`src/rtl/cpu6_pkg.sv`:
```
// Shared definitions for the 6-bit CPU slice: datapath width, branch condition
// codes, flag bit positions and the branch-unit FSM encoding.
package cpu6_pkg;

    localparam int WIDTH = 6;

    localparam logic [2:0] COND_ALWAYS = 3'd0;
    localparam logic [2:0] COND_Z      = 3'd1;
    localparam logic [2:0] COND_NZ     = 3'd2;
    localparam logic [2:0] COND_C      = 3'd3;
    localparam logic [2:0] COND_NC     = 3'd4;
    localparam logic [2:0] COND_S      = 3'd5;
    localparam logic [2:0] COND_NS     = 3'd6;
    localparam logic [2:0] COND_NEVER  = 3'd7;

    localparam int F_CF = 2;
    localparam int F_SF = 1;
    localparam int F_ZF = 0;

    typedef enum logic [1:0] {
        RUN      = 2'd0,
        REDIRECT = 2'd1,
        HALT     = 2'd2
    } state_t;

endpackage

```
`src/rtl/cond_eval_6_bit.sv`:
```
// Combinational branch-condition evaluator: decides whether br_cond is
// satisfied by a {cf, sf, zf} flag vector.
module cond_eval_6_bit (
    input  logic [2:0] flags,
    input  logic [2:0] br_cond,
    output logic       take
);
    import cpu6_pkg::*;

    always_comb begin
        // NOTE: default assigned before the case so no path leaves take unassigned (no latch).
        take = 1'b0;
        case (br_cond)
            COND_ALWAYS: take = 1'b1;
            COND_Z:      take =  flags[F_ZF];
            COND_NZ:     take = ~flags[F_ZF];
            COND_C:      take =  flags[F_CF];
            COND_NC:     take = ~flags[F_CF];
            COND_S:      take =  flags[F_SF];
            COND_NS:     take = ~flags[F_SF];
            COND_NEVER:  take = 1'b0;
            default:     take = 1'b0;
        endcase
    end

endmodule

```
`src/rtl/flag_branch_unit_6_bit.sv`:
```
// Flag register, branch resolution and program counter. Taken branches cost
// one REDIRECT bubble; an unconditional jump to its own address halts the unit.
module flag_branch_unit_6_bit #(
    parameter int               WIDTH    = cpu6_pkg::WIDTH,
    parameter logic [WIDTH-1:0] RESET_PC = '0
) (
    input  logic             clk,
    input  logic             rst_n,
    input  logic             flag_we,
    input  logic             cf_in,
    input  logic             sf_in,
    input  logic             zf_in,
    input  logic             pc_en,
    input  logic             br_valid,
    input  logic [2:0]       br_cond,
    input  logic [WIDTH-1:0] br_target,
    output logic             br_ready,
    output logic [WIDTH-1:0] pc,
    output logic [2:0]       flags,
    output logic             br_taken,
    output logic             halted
);
    import cpu6_pkg::*;

    state_t           r_state;
    state_t           w_next_state;
    logic [WIDTH-1:0] r_pc;
    logic [WIDTH-1:0] w_next_pc;
    logic [2:0]       r_flags;
    logic [WIDTH-1:0] r_target;
    logic             r_self_loop;
    logic             r_br_taken;
    logic [2:0]       w_eff_flags;
    logic             w_take;
    logic             w_accept;
    logic             w_load_target;

    // A branch issued alongside its flag-setting ALU op must see the new flags.
    assign w_eff_flags = flag_we ? {cf_in, sf_in, zf_in} : r_flags;
    assign w_accept    = br_valid & br_ready;

    cond_eval_6_bit u_cond_eval (
        .flags   (w_eff_flags),
        .br_cond (br_cond),
        .take    (w_take)
    );

    always_comb begin
        w_next_state  = r_state;
        w_next_pc     = r_pc;
        w_load_target = 1'b0;
        case (r_state)
            RUN: begin
                if (w_accept && w_take) begin
                    w_next_state  = REDIRECT;
                    w_load_target = 1'b1;
                end else begin
                    w_next_pc = r_pc + WIDTH'(pc_en);
                end
            end
            REDIRECT: begin
                w_next_pc    = r_target;
                w_next_state = r_self_loop ? HALT : RUN;
            end
            HALT:    w_next_state = HALT;
            default: w_next_state = RUN;
        endcase
    end

    // NOTE: every register here uses <= so all updates see pre-edge values.
    always_ff @(posedge clk or negedge rst_n) begin
        if (!rst_n) begin
            r_state     <= RUN;
            r_pc        <= RESET_PC;
            r_flags     <= 3'b000;
            r_target    <= '0;
            r_self_loop <= 1'b0;
            r_br_taken  <= 1'b0;
        end else begin
            r_state    <= w_next_state;
            r_pc       <= w_next_pc;
            r_br_taken <= (r_state == REDIRECT);
            if (flag_we) begin
                r_flags <= {cf_in, sf_in, zf_in};
            end
            if (w_load_target) begin
                r_target    <= br_target;
                r_self_loop <= (br_cond == COND_ALWAYS) && (br_target == r_pc);
            end
        end
    end

    assign pc       = r_pc;
    assign flags    = r_flags;
    assign br_taken = r_br_taken;
    assign br_ready = (r_state == RUN);
    assign halted   = (r_state == HALT);

endmodule

```
`config.mk`:
```
export PLATFORM = sky130hd
export DESIGN_NAME = flag_branch_unit_6_bit
export DESIGN_NICKNAME = d
export VERILOG_FILES = /design/src/rtl/cpu6_pkg.sv /design/src/rtl/cond_eval_6_bit.sv /design/src/rtl/flag_branch_unit_6_bit.sv
export SDC_FILE = /design/constraint.sdc
export NUM_CORES = 1
export LEC_CHECK = 0
export ABC_AREA = 1
export CELL_PAD_IN_SITES_DETAIL_PLACEMENT = 2
export CELL_PAD_IN_SITES_GLOBAL_PLACEMENT = 2
export CORE_UTILIZATION = 33
export CTS_CLUSTER_SIZE = 8
export DETAILED_ROUTE_END_ITERATION = 10
export DONT_BUFFER_PORTS = 1
export PLACE_DENSITY_LB_ADDON = 0.1
export SYNTH_ARGS = -nofsm -noshare
export SYNTH_HDL_FRONTEND = slang
export SYNTH_SLANG_ARGS = --single-unit
```
`constraint.sdc`:
```
create_clock -name clk -period 1.6 [get_ports clk]
set_clock_uncertainty 0.15 [all_clocks]
set_input_delay 0.32 -clock clk [delete_from_list [all_inputs] [get_ports clk]]
set_output_delay 0.32 -clock clk [all_outputs]
set_load 0.01 [all_outputs]
```
* After elaboration in Yosys (flattened, before gate mapping) *
Index checks and enable logic that the tools add are counted.

word-level totals
  register bits after elaboration = 19
  bits in latches = 0
  bits in writable memories = 0
  ROM bits = 0
  input port bits = 17
  output and inout bits = 12
  logic and storage cells = 38
  memories kept = 0

operators by class
  add/subtract/negate cells = 1
  multiply operators = 0
  divide/modulo/power cells = 0
  magnitude comparators = 0
  equality and inequality tests = 12
  shift-type cells = 0
  multiplexer cells = 9
  bitwise operators = 4
  reductions and logical operators = 6

operators by type and width
  operator                                                               count
  3-bit equality test, second input constant                             4
  6-bit case mux with 2 select lines                                     1
  1-bit case mux with 8 select lines                                     1
  6-bit by 1-bit adder with 6-bit output                                 1
  3-bit by 2-bit equality test with 1-bit output, second input constant  2
  6-bit equality test                                                    1
  6-bit 2-to-1 mux                                                       1
  2-bit case mux with 3 select lines                                     1
  2-bit 2-to-1 mux                                                       2
  3-bit by 1-bit equality test with 1-bit output, second input constant  1
  3-bit logical NOT                                                      1
  3-bit 2-to-1 mux                                                       1
  1-bit inverter                                                         3
  2-bit by 1-bit equality test with 1-bit output, second input constant  1
  2-bit equality test, second input constant                             1
  1-bit logical AND                                                      2
  2-bit logical NOT                                                      1
  1-bit 2-to-1 mux                                                       2
  2-bit by 1-bit != test with 1-bit output, second input constant        1
  2-bit != test, second input constant                                   1
  2-bit AND reduction                                                    1
  2-bit nonzero test                                                     1
  1-bit AND                                                              1

* Longest topological paths before layout *
Gate-level depths: netlist of the first run.

  depth after elaboration = 6
  gate-level depth with buffers = 12
  depth with buffers taken out = 12

* Hierarchy *
A second synthesis of the first run with hierarchy kept.

second synthesis, totals
  cell total of the unflattened synthesis = 137
  area total of the unflattened synthesis = 1,059.8 um2

by module, submodules not included
  module                  instances  cells each  area each (um2)  seq. area each (um2)
  flag_branch_unit_6_bit  1          121         994.7            475.5
  cond_eval_6_bit         1          16          65.1             0.0

* Worst setup path before layout of the first run *
OpenSTA, ideal clock, no wires.

  path kind = reg-to-reg
  start point = register r_pc[0], in the netlist pc[0]
  end point = register r_pc[5], in the netlist pc[5]
  setup time = 65 ps
  data arrival time = 1,366 ps
  required time = 1,385 ps
  slack = 18 ps
  cell stages (with the launch flop) = 8
  buffers on the path = 0
  period minus slack after synthesis = 1,582 ps
  cell sequence = dfrtp_1 ha_1 and3_1 nand3_1 or2_2 a21oi_1 nand2_1 nand2_1

on the way
  longest elaborated chain between the ends = 3

RTL lines
  what                                    RTL line                      RTL
  start: declaration                      flag_branch_unit_6_bit.sv:27  logic [WIDTH-1:0] r_pc;
  start signal: assignment                flag_branch_unit_6_bit.sv:81  r_pc <= w_next_pc;
  6-bit by 1-bit adder with 6-bit output  flag_branch_unit_6_bit.sv:58  w_next_pc = r_pc + WIDTH'(pc_en);
  6-bit 2-to-1 mux                        flag_branch_unit_6_bit.sv:54  if (w_accept && w_take) begin
  6-bit case mux with 2 select lines      flag_branch_unit_6_bit.sv:52  case (r_state)

Every way passes these cells. The select of a mux whose other input is x is not followed.
A chain may end at the register's enable or synchronous reset.

* Final worst setup path of the first run *
Ends and elaborated chain as after synthesis.

==> reports/metrics.yaml, run 1 <==
status: "complete, but fails checks"
violations: "setup timing"
syn-num-nets: 170
first_pass_iters: 4
final_hold_viol_count: 0
p_leak_nw: 0.747
power_density_mw_per_mm2: 1200
maxSlewHeadroom_pct: 42.0
ir_drop_uv: 643
start_kind: "flip-flop"
ant_nets: 0
drive_gt1_share_pct: 21.5
ios: 29
grt_pass1_wl_um: 5380
arrival_ns: 1.73
yosysWarnings: 0
num_antenna_cells: 0
dieWidth_um: 60.1
synth_ff_type: "dfrtp_1"
tightest_slew_ns: 0.867
cts_root_buffer: "clkbuf_4"
avgViaCountPerCell: 4.81
wl_per_cell_um: 16.2
netlist_top_cells_area: "dfrtp_1 (43%), nand2_1 (22%), xnor2_1 (5.5%), nand3_1 (4.5%), inv_1 (4.4%)"
whs_endpoint: "flags[2]"
power.switching_uw: 679
clkLatencyLatePin_ns: 0.30
sequentialPowerShare_pct: 42.0
worstReg2RegStart: "pc[0]"
end_kind: "flip-flop"
internal_power_mw: 1.03
wirelength_um: 3590
rows: 20
startpoint: "pc[0]"
finalMaxSlewViolations: 0
tritoncts_num_sinks: 19
rr_endpoint: "pc[5]"
final.setup.worst_slack_ns: -0.0290
period_share_pct: 102
period_needed_ns: 1.63
path_class: "flip-flop to flip-flop"
async_flop_share_pct: 100
hold_class: "input pin to flip-flop"
dieArea_mm2: 0.00361
grtUsageTotal_pct: 21.0
critPathRequiredTime_ns: 1.70
combinationalPowerShare_pct: 43.8
maxCapViolCount: 0
synth_area_mm2: 0.00111
dieHeight_um: 60.1
vias: 1062
gp_congestion: 0.744
overflow: 0
r2r_slack_ns: -0.03
fin_nets: 197
whs_path_depth: 2
fmax_mhz: 614
clk_path_buf_depth: 2
hpwl_um: 2580
ys_seq_area_share_pct: 42.7
grt_max_degree: 20
holdWs_ns: 0.0236
yosys.area.top_type_share_pct: 42.7
core-area_mm2: 0.00313
remaining_drc_errors: 0
rr_worst_depth: 7
area_growth_pct: 27.8
io_buffer_count: 0
cts_tree: "yes"
first_global_vias: 1128
synth.distinct_cells: 20
p_clk_share_pct: 14.2
rsz0062_at_grt: "true"
power.share.switching_pct: 39.8
synth_top_cell_by_area: "dfrtp_1"
drt_iter0_drc: 22
cts_buffers: 3
start_util_pct: 35.6
antenna_found_initial: 0
setup_violations: 1
hold_start: "cf_in"
critPathMaxFanout: 2
synthCells: 151
syn_area_per_cell_um2: 7.37
h-tree-depth: 1
p_total_mw: 1.71
ys_seq_elements: 19
synth_edf_count: 0
cts.clk_slew.worst_paths_ns: 0.11
## cells in the final DEF (no fill, tap or decap)
cell / n
nor2_1: 8
nor2_2: 2
a21oi_2: 1
clkbuf_1: 1
ha_1: 1
clkbuf_4: 3
a21oi_1: 1
xor2_1: 2
inv_4: 1
nor3b_2: 1
nand4_1: 1
xnor2_1: 7
nand2_4: 1
buf_4: 16
and3_4: 1
dfrtp_1: 19
nand2_8: 2
nor3_1: 1
inv_2: 1
nand2_1: 63
dlygate4sd3_1: 7
inv_1: 13
o21ai_0: 5
nand3_1: 10
ha_2: 1
nand2_2: 6
nor2_4: 1
or2_2: 1
## area by class of cell
cell class                 instances  area (um2)
fill                             375        1710
multi-input combinational        116         616
sequential                        19         475
timing repair buffer              23         190
inverter                          15        58.8
tap                               44        55.1
clock buffer                       4        26.3
## worst max-delay path: stages (launching register included)
cell and delay, ns:
dfrtp_1 0.36, ha_2 0.19, and3_4 0.20, nand3_1 0.08, or2_2 0.30, a21oi_2 0.14
nand2_1 0.09, nand2_1 0.07
## how the worst max path moves through the flow
stage	end	depth (start not counted)
floorplan	pc[5]	7
global route	pc[5]	12
CTS	pc[2]	11
finish	pc[5]	7
global placement	pc[3]	12
detailed placement	pc[5]	7
## synth_stat cells (2+ instances only)
cell type and n:
a21oi_1 2, nand2_4 3, nor2_1 9, nand2_1 66, nand2_2 3, nand3_1 10, o21ai_0 5, inv_1 13
xnor2_1 7, nor2_2 2, ha_1 2, inv_2 2, dfrtp_1 19, xor2_1 2
## stage by stage
step | TNS [ns] | std cells | instance area [um2] | utilization (%) | worst slack, ns
6_report | -0.0290 | 221 | 1420 | 45.4 | -0.0290
5_1_grt | -0.745 | 221 | 1420 | 45.4 | -0.115
4_1_cts | 0 | 217 | 1350 | 43.1 | 0.00500
3_5_place_dp | -0.00737 | 205 | 1240 | 39.5 | -0.00737
3_3_place_gp | 0 | 205 | 1240 | 39.5 | 0.0820
2_1_floorplan | 0 | 151 | 1110 | - | 0.0184
## sequential cells by signal (all words and copies together), names as in the netlist
| name | count |
|---|---|
| r_target | 6 |
| pc | 6 |
| r_self_loop | 1 |
| r_state | 2 |
| br_taken | 1 |
| flags | 3 |
## routing by layer
metal	vias to the layer above	global-route usage [%]	share of wire [%]
li1	517	-	-
met1	521	24.6	42
met2	20	37.9	53
met3	4	5.41	3.9
met4	0	4.98	0.81
met5	-	0	0
## power groups by stage
stage / logic [mW] / clock network (mW) / registers (mW)
6_report: 0.747 / 0.243 / 0.717
5_1_grt: 0.830 / 0.279 / 0.731
4_1_cts: 0.682 / 0.257 / 0.712
3_5_place_dp: 0.628 / 0 / 0.722
3_3_place_gp: 0.586 / 0 / 0.713
2_1_floorplan: 0.348 / 0 / 0.752
## cells by family (layout without fill, tap and decap cells)
logic type / count (synthesis) / count (layout) / synth area share [%]
compound gates: 7 / 7 / 3.15
xor+xnor: 9 / 9 / 7.09
fa+ha+maj: 2 / 2 / 2.25
buf+inv: 16 / 42 / 6.30
flops: 19 / 19 / 42.7
simple gates: 98 / 98 / 38.5
## repair_timing
action,4_1_cts,5_1_grt
endpoints found under the hold margin,25,0
setup buffers,1,4
pin swaps,0,3
hold buffers,7,0
cloned,0,0
gates resized for setup,2,10
endpoints found under the setup margin,3,12
No activity file was read; power rests on OpenSTA's default activity.
==> run 2: changes to the inputs <==
- REMOVE_ABC_BUFFERS: not set -> 1
==> run 2 against run 1 <==
The flow still finishes with violations (setup timing). Sequential power is 3.6% lower. Critical path depth down 4. Largest cell class unchanged. Via count grew 0.47%.
==> reports/metrics.yaml, run 2 (synthesized netlist as in run 1, its figures left out) <==
status: "complete, but fails checks"  # unchanged
violations: "setup timing"  # unchanged
gp_congestion: 0.781  # was 0.744
vias: 1067  # was 1,062
clk_path_buf_depth: 2  # unchanged
ir_drop_uv: 577  # was 643 uV
period_share_pct: 101  # was 102%
rows: 20  # unchanged
power_density_mw_per_mm2: 1150  # was 1200 mW/mm2
dieHeight_um: 60.1  # unchanged
worstReg2RegStart: "flags[1]"  # was pc[0]
critPathBufInv: 2  # was 0
remaining_drc_errors: 0  # unchanged
path_common_cell: "buf_6"  # was nand2_1
first_global_vias: 1132  # was 1,128
cts_root_buffer: "clkbuf_4"  # unchanged
tritoncts_num_sinks: 19  # unchanged
startpoint: "r_state[1]"  # was pc[0]
dp_cells: 207  # was 205
clkLatencyLatePin_ns: 0.30  # about the same
p_total_mw: 1.71  # about the same
tightest_slew_ns: 0.900  # was 0.867 ns
dieWidth_um: 60.1  # unchanged
ant_nets: 0  # unchanged
cts_tree: "yes"  # unchanged
h-tree-depth: 1  # unchanged
finalNonFillerCells: 224  # was 221
end_kind: "primary output"  # was flip-flop
final.setup.worst_slack_ns: -0.0165  # was -0.0290 ns
rr_worst_depth: 11  # was 7
core-area_mm2: 0.00313  # unchanged
rsz0062_at_grt: "true"  # unchanged
fin_nets: 200  # was 197
fillers: 372  # was 375
antenna_found_initial: 0  # unchanged
maxCapViolCount: 0  # unchanged
grt_pass1_wl_um: 5400  # was 5380 um
final_common_cell: "nand2_1"  # unchanged
critPathMaxFanout: 3  # was 2
hold_class: "input pin to flip-flop"  # unchanged
rr_endpoint: "pc[3]"  # was pc[5]
ios: 29  # unchanged
cpMaxStageDelayCell: "dfrtp_1"  # unchanged
first_pass_iters: 4  # unchanged
setup_violations: 1  # unchanged
critical_path.top_delay_family: "flip-flops"  # was simple AND/OR/NAND/NOR gates
p_leak_nw: 0.773  # was 0.747 nW
path_class: "flip-flop to primary output"  # was flip-flop to flip-flop
period_needed_ns: 1.62  # was 1.63 ns
cp_slowest_stage_delay_ns: 0.41  # was 0.36 ns
dieArea_mm2: 0.00361  # unchanged
overflow: 0  # unchanged
start_kind: "flip-flop"  # unchanged
area_growth_pct: 34.1  # was 27.8%
io_buffer_count: 0  # unchanged
worst-path-stages: 3  # was 7
cts_buffers: 3  # unchanged
critPathRequiredTime_ns: 1.13  # was 1.70 ns
cts.clk_slew.worst_paths_ns: 0.11  # about the same
hpwl_um: 2520  # was 2580 um
finalMaxSlewViolations: 0  # unchanged
final_cell_mix: "nand2_1 (55), dfrtp_1 (19), buf_4 (15)"  # was nand2_1 (63), dfrtp_1 (19), buf_4 (16)
crit_path_end: "br_ready"  # was pc[5]
drt_iter0_drc: 37  # was 22
drive_gt1_share_pct: 27.8  # was 21.5%
grtUsageTotal_pct: 20.7  # was 21.0%
wl_per_cell_um: 15.2  # was 16.2 um
final_hold_viol_count: 0  # unchanged
fmax_mhz: 619  # was 614 MHz
num_antenna_cells: 0  # unchanged
avgViaCountPerCell: 4.76  # was 4.81
wirelength_um: 3410  # was 3590 um
grt_max_degree: 20  # unchanged
start_util_pct: 35.6  # unchanged
crit_chain: "buf_6 > nor2_4 > buf_6"  # was ha_2 > and3_4 > nand3_1 > or2_2 > a21oi_2 > nand2_1 > nand2_1
r2r_slack_ns: 0.04  # was -0.03 ns
holdWs_ns: 0.0416  # was 0.0236 ns
arrival_ns: 1.15  # was 1.73 ns
maxSlewHeadroom_pct: 39.8  # was 42.0%
## run 2: power by group
group          switching [mW]  total (mW)  internal (mW)
registers              0.0919       0.691          0.599
clock network           0.152       0.249         0.0971
logic                   0.425       0.774          0.350
## run 2: area by class of cell
type | count | area [um2] | share of cell area (%)
Timing Repair Buffer | 26 | 236 | 15.9
Multi-Input combinational cell | 116 | 638 | 42.8
Inverter | 15 | 60.1 | 4.03
Clock buffer | 4 | 26.3 | 1.76
Tap cell | 44 | 55.1 | 3.69
Sequential cell | 19 | 475 | 31.9
## run 2: worst register-to-register path, stage by stage (launching register included)
cell,delay (ns)
dfrtp_1,0.40
nand2_1,0.11
nand2_2,0.07
nand2_1,0.06
nand2_1,0.06
nor2_2,0.12
nand2_2,0.08
nand2_4,0.12
nand2_8,0.09
nand2_8,0.12
nand2_2,0.05
nand2_1,0.07
## run 2: worst min path at each step
stage	startpoint	end	slack [ns]	cells past startpoint
finish	cf_in	flags[2]	0.04	2
global route	cf_in	flags[2]	0.04	2
CTS	cf_in	flags[2]	0.02	2
detailed placement	rst_n	r_state[0]	-0.12	0
global placement	rst_n	r_state[1]	-0.12	0
floorplan	rst_n	br_taken	-0.13	0
## run 2: what timing repair did
| item | 4_1_cts | 5_1_grt |
|---|---|---|
| endpoints found under the setup margin | 6 | 14 |
| setup buffers | 0 | 6 |
| hold endpoints to repair | 25 | 0 |
| pin swaps | 0 | 10 |
| hold buffers | 7 | 0 |
| resized for setup | 3 | 22 |
## run 2: per-stage QoR
stage          TNS [ns]  instance area (um2)  worst slack [ns]  util (%)
2_1_floorplan         0                 1100            0.0180         -
3_3_place_gp          0                 1250            0.0681      40.0
3_5_place_dp    -0.0901                 1250           -0.0266      40.0
4_1_cts         -0.0451                 1360           -0.0239      43.5
5_1_grt          -0.291                 1490           -0.0684      47.7
6_report        -0.0165                 1490           -0.0165      47.7
## run 2: per-layer routing
| layer | vias up | global-route usage [%] | part of all wire, % |
|---|---|---|---|
| li1 | 527 | - | - |
| met1 | 516 | 27.4 | 44 |
| met2 | 22 | 34.6 | 52 |
| met3 | 2 | 4.76 | 3.6 |
| met4 | 0 | 3.99 | 0.50 |
| met5 | - | 0 | 0 |
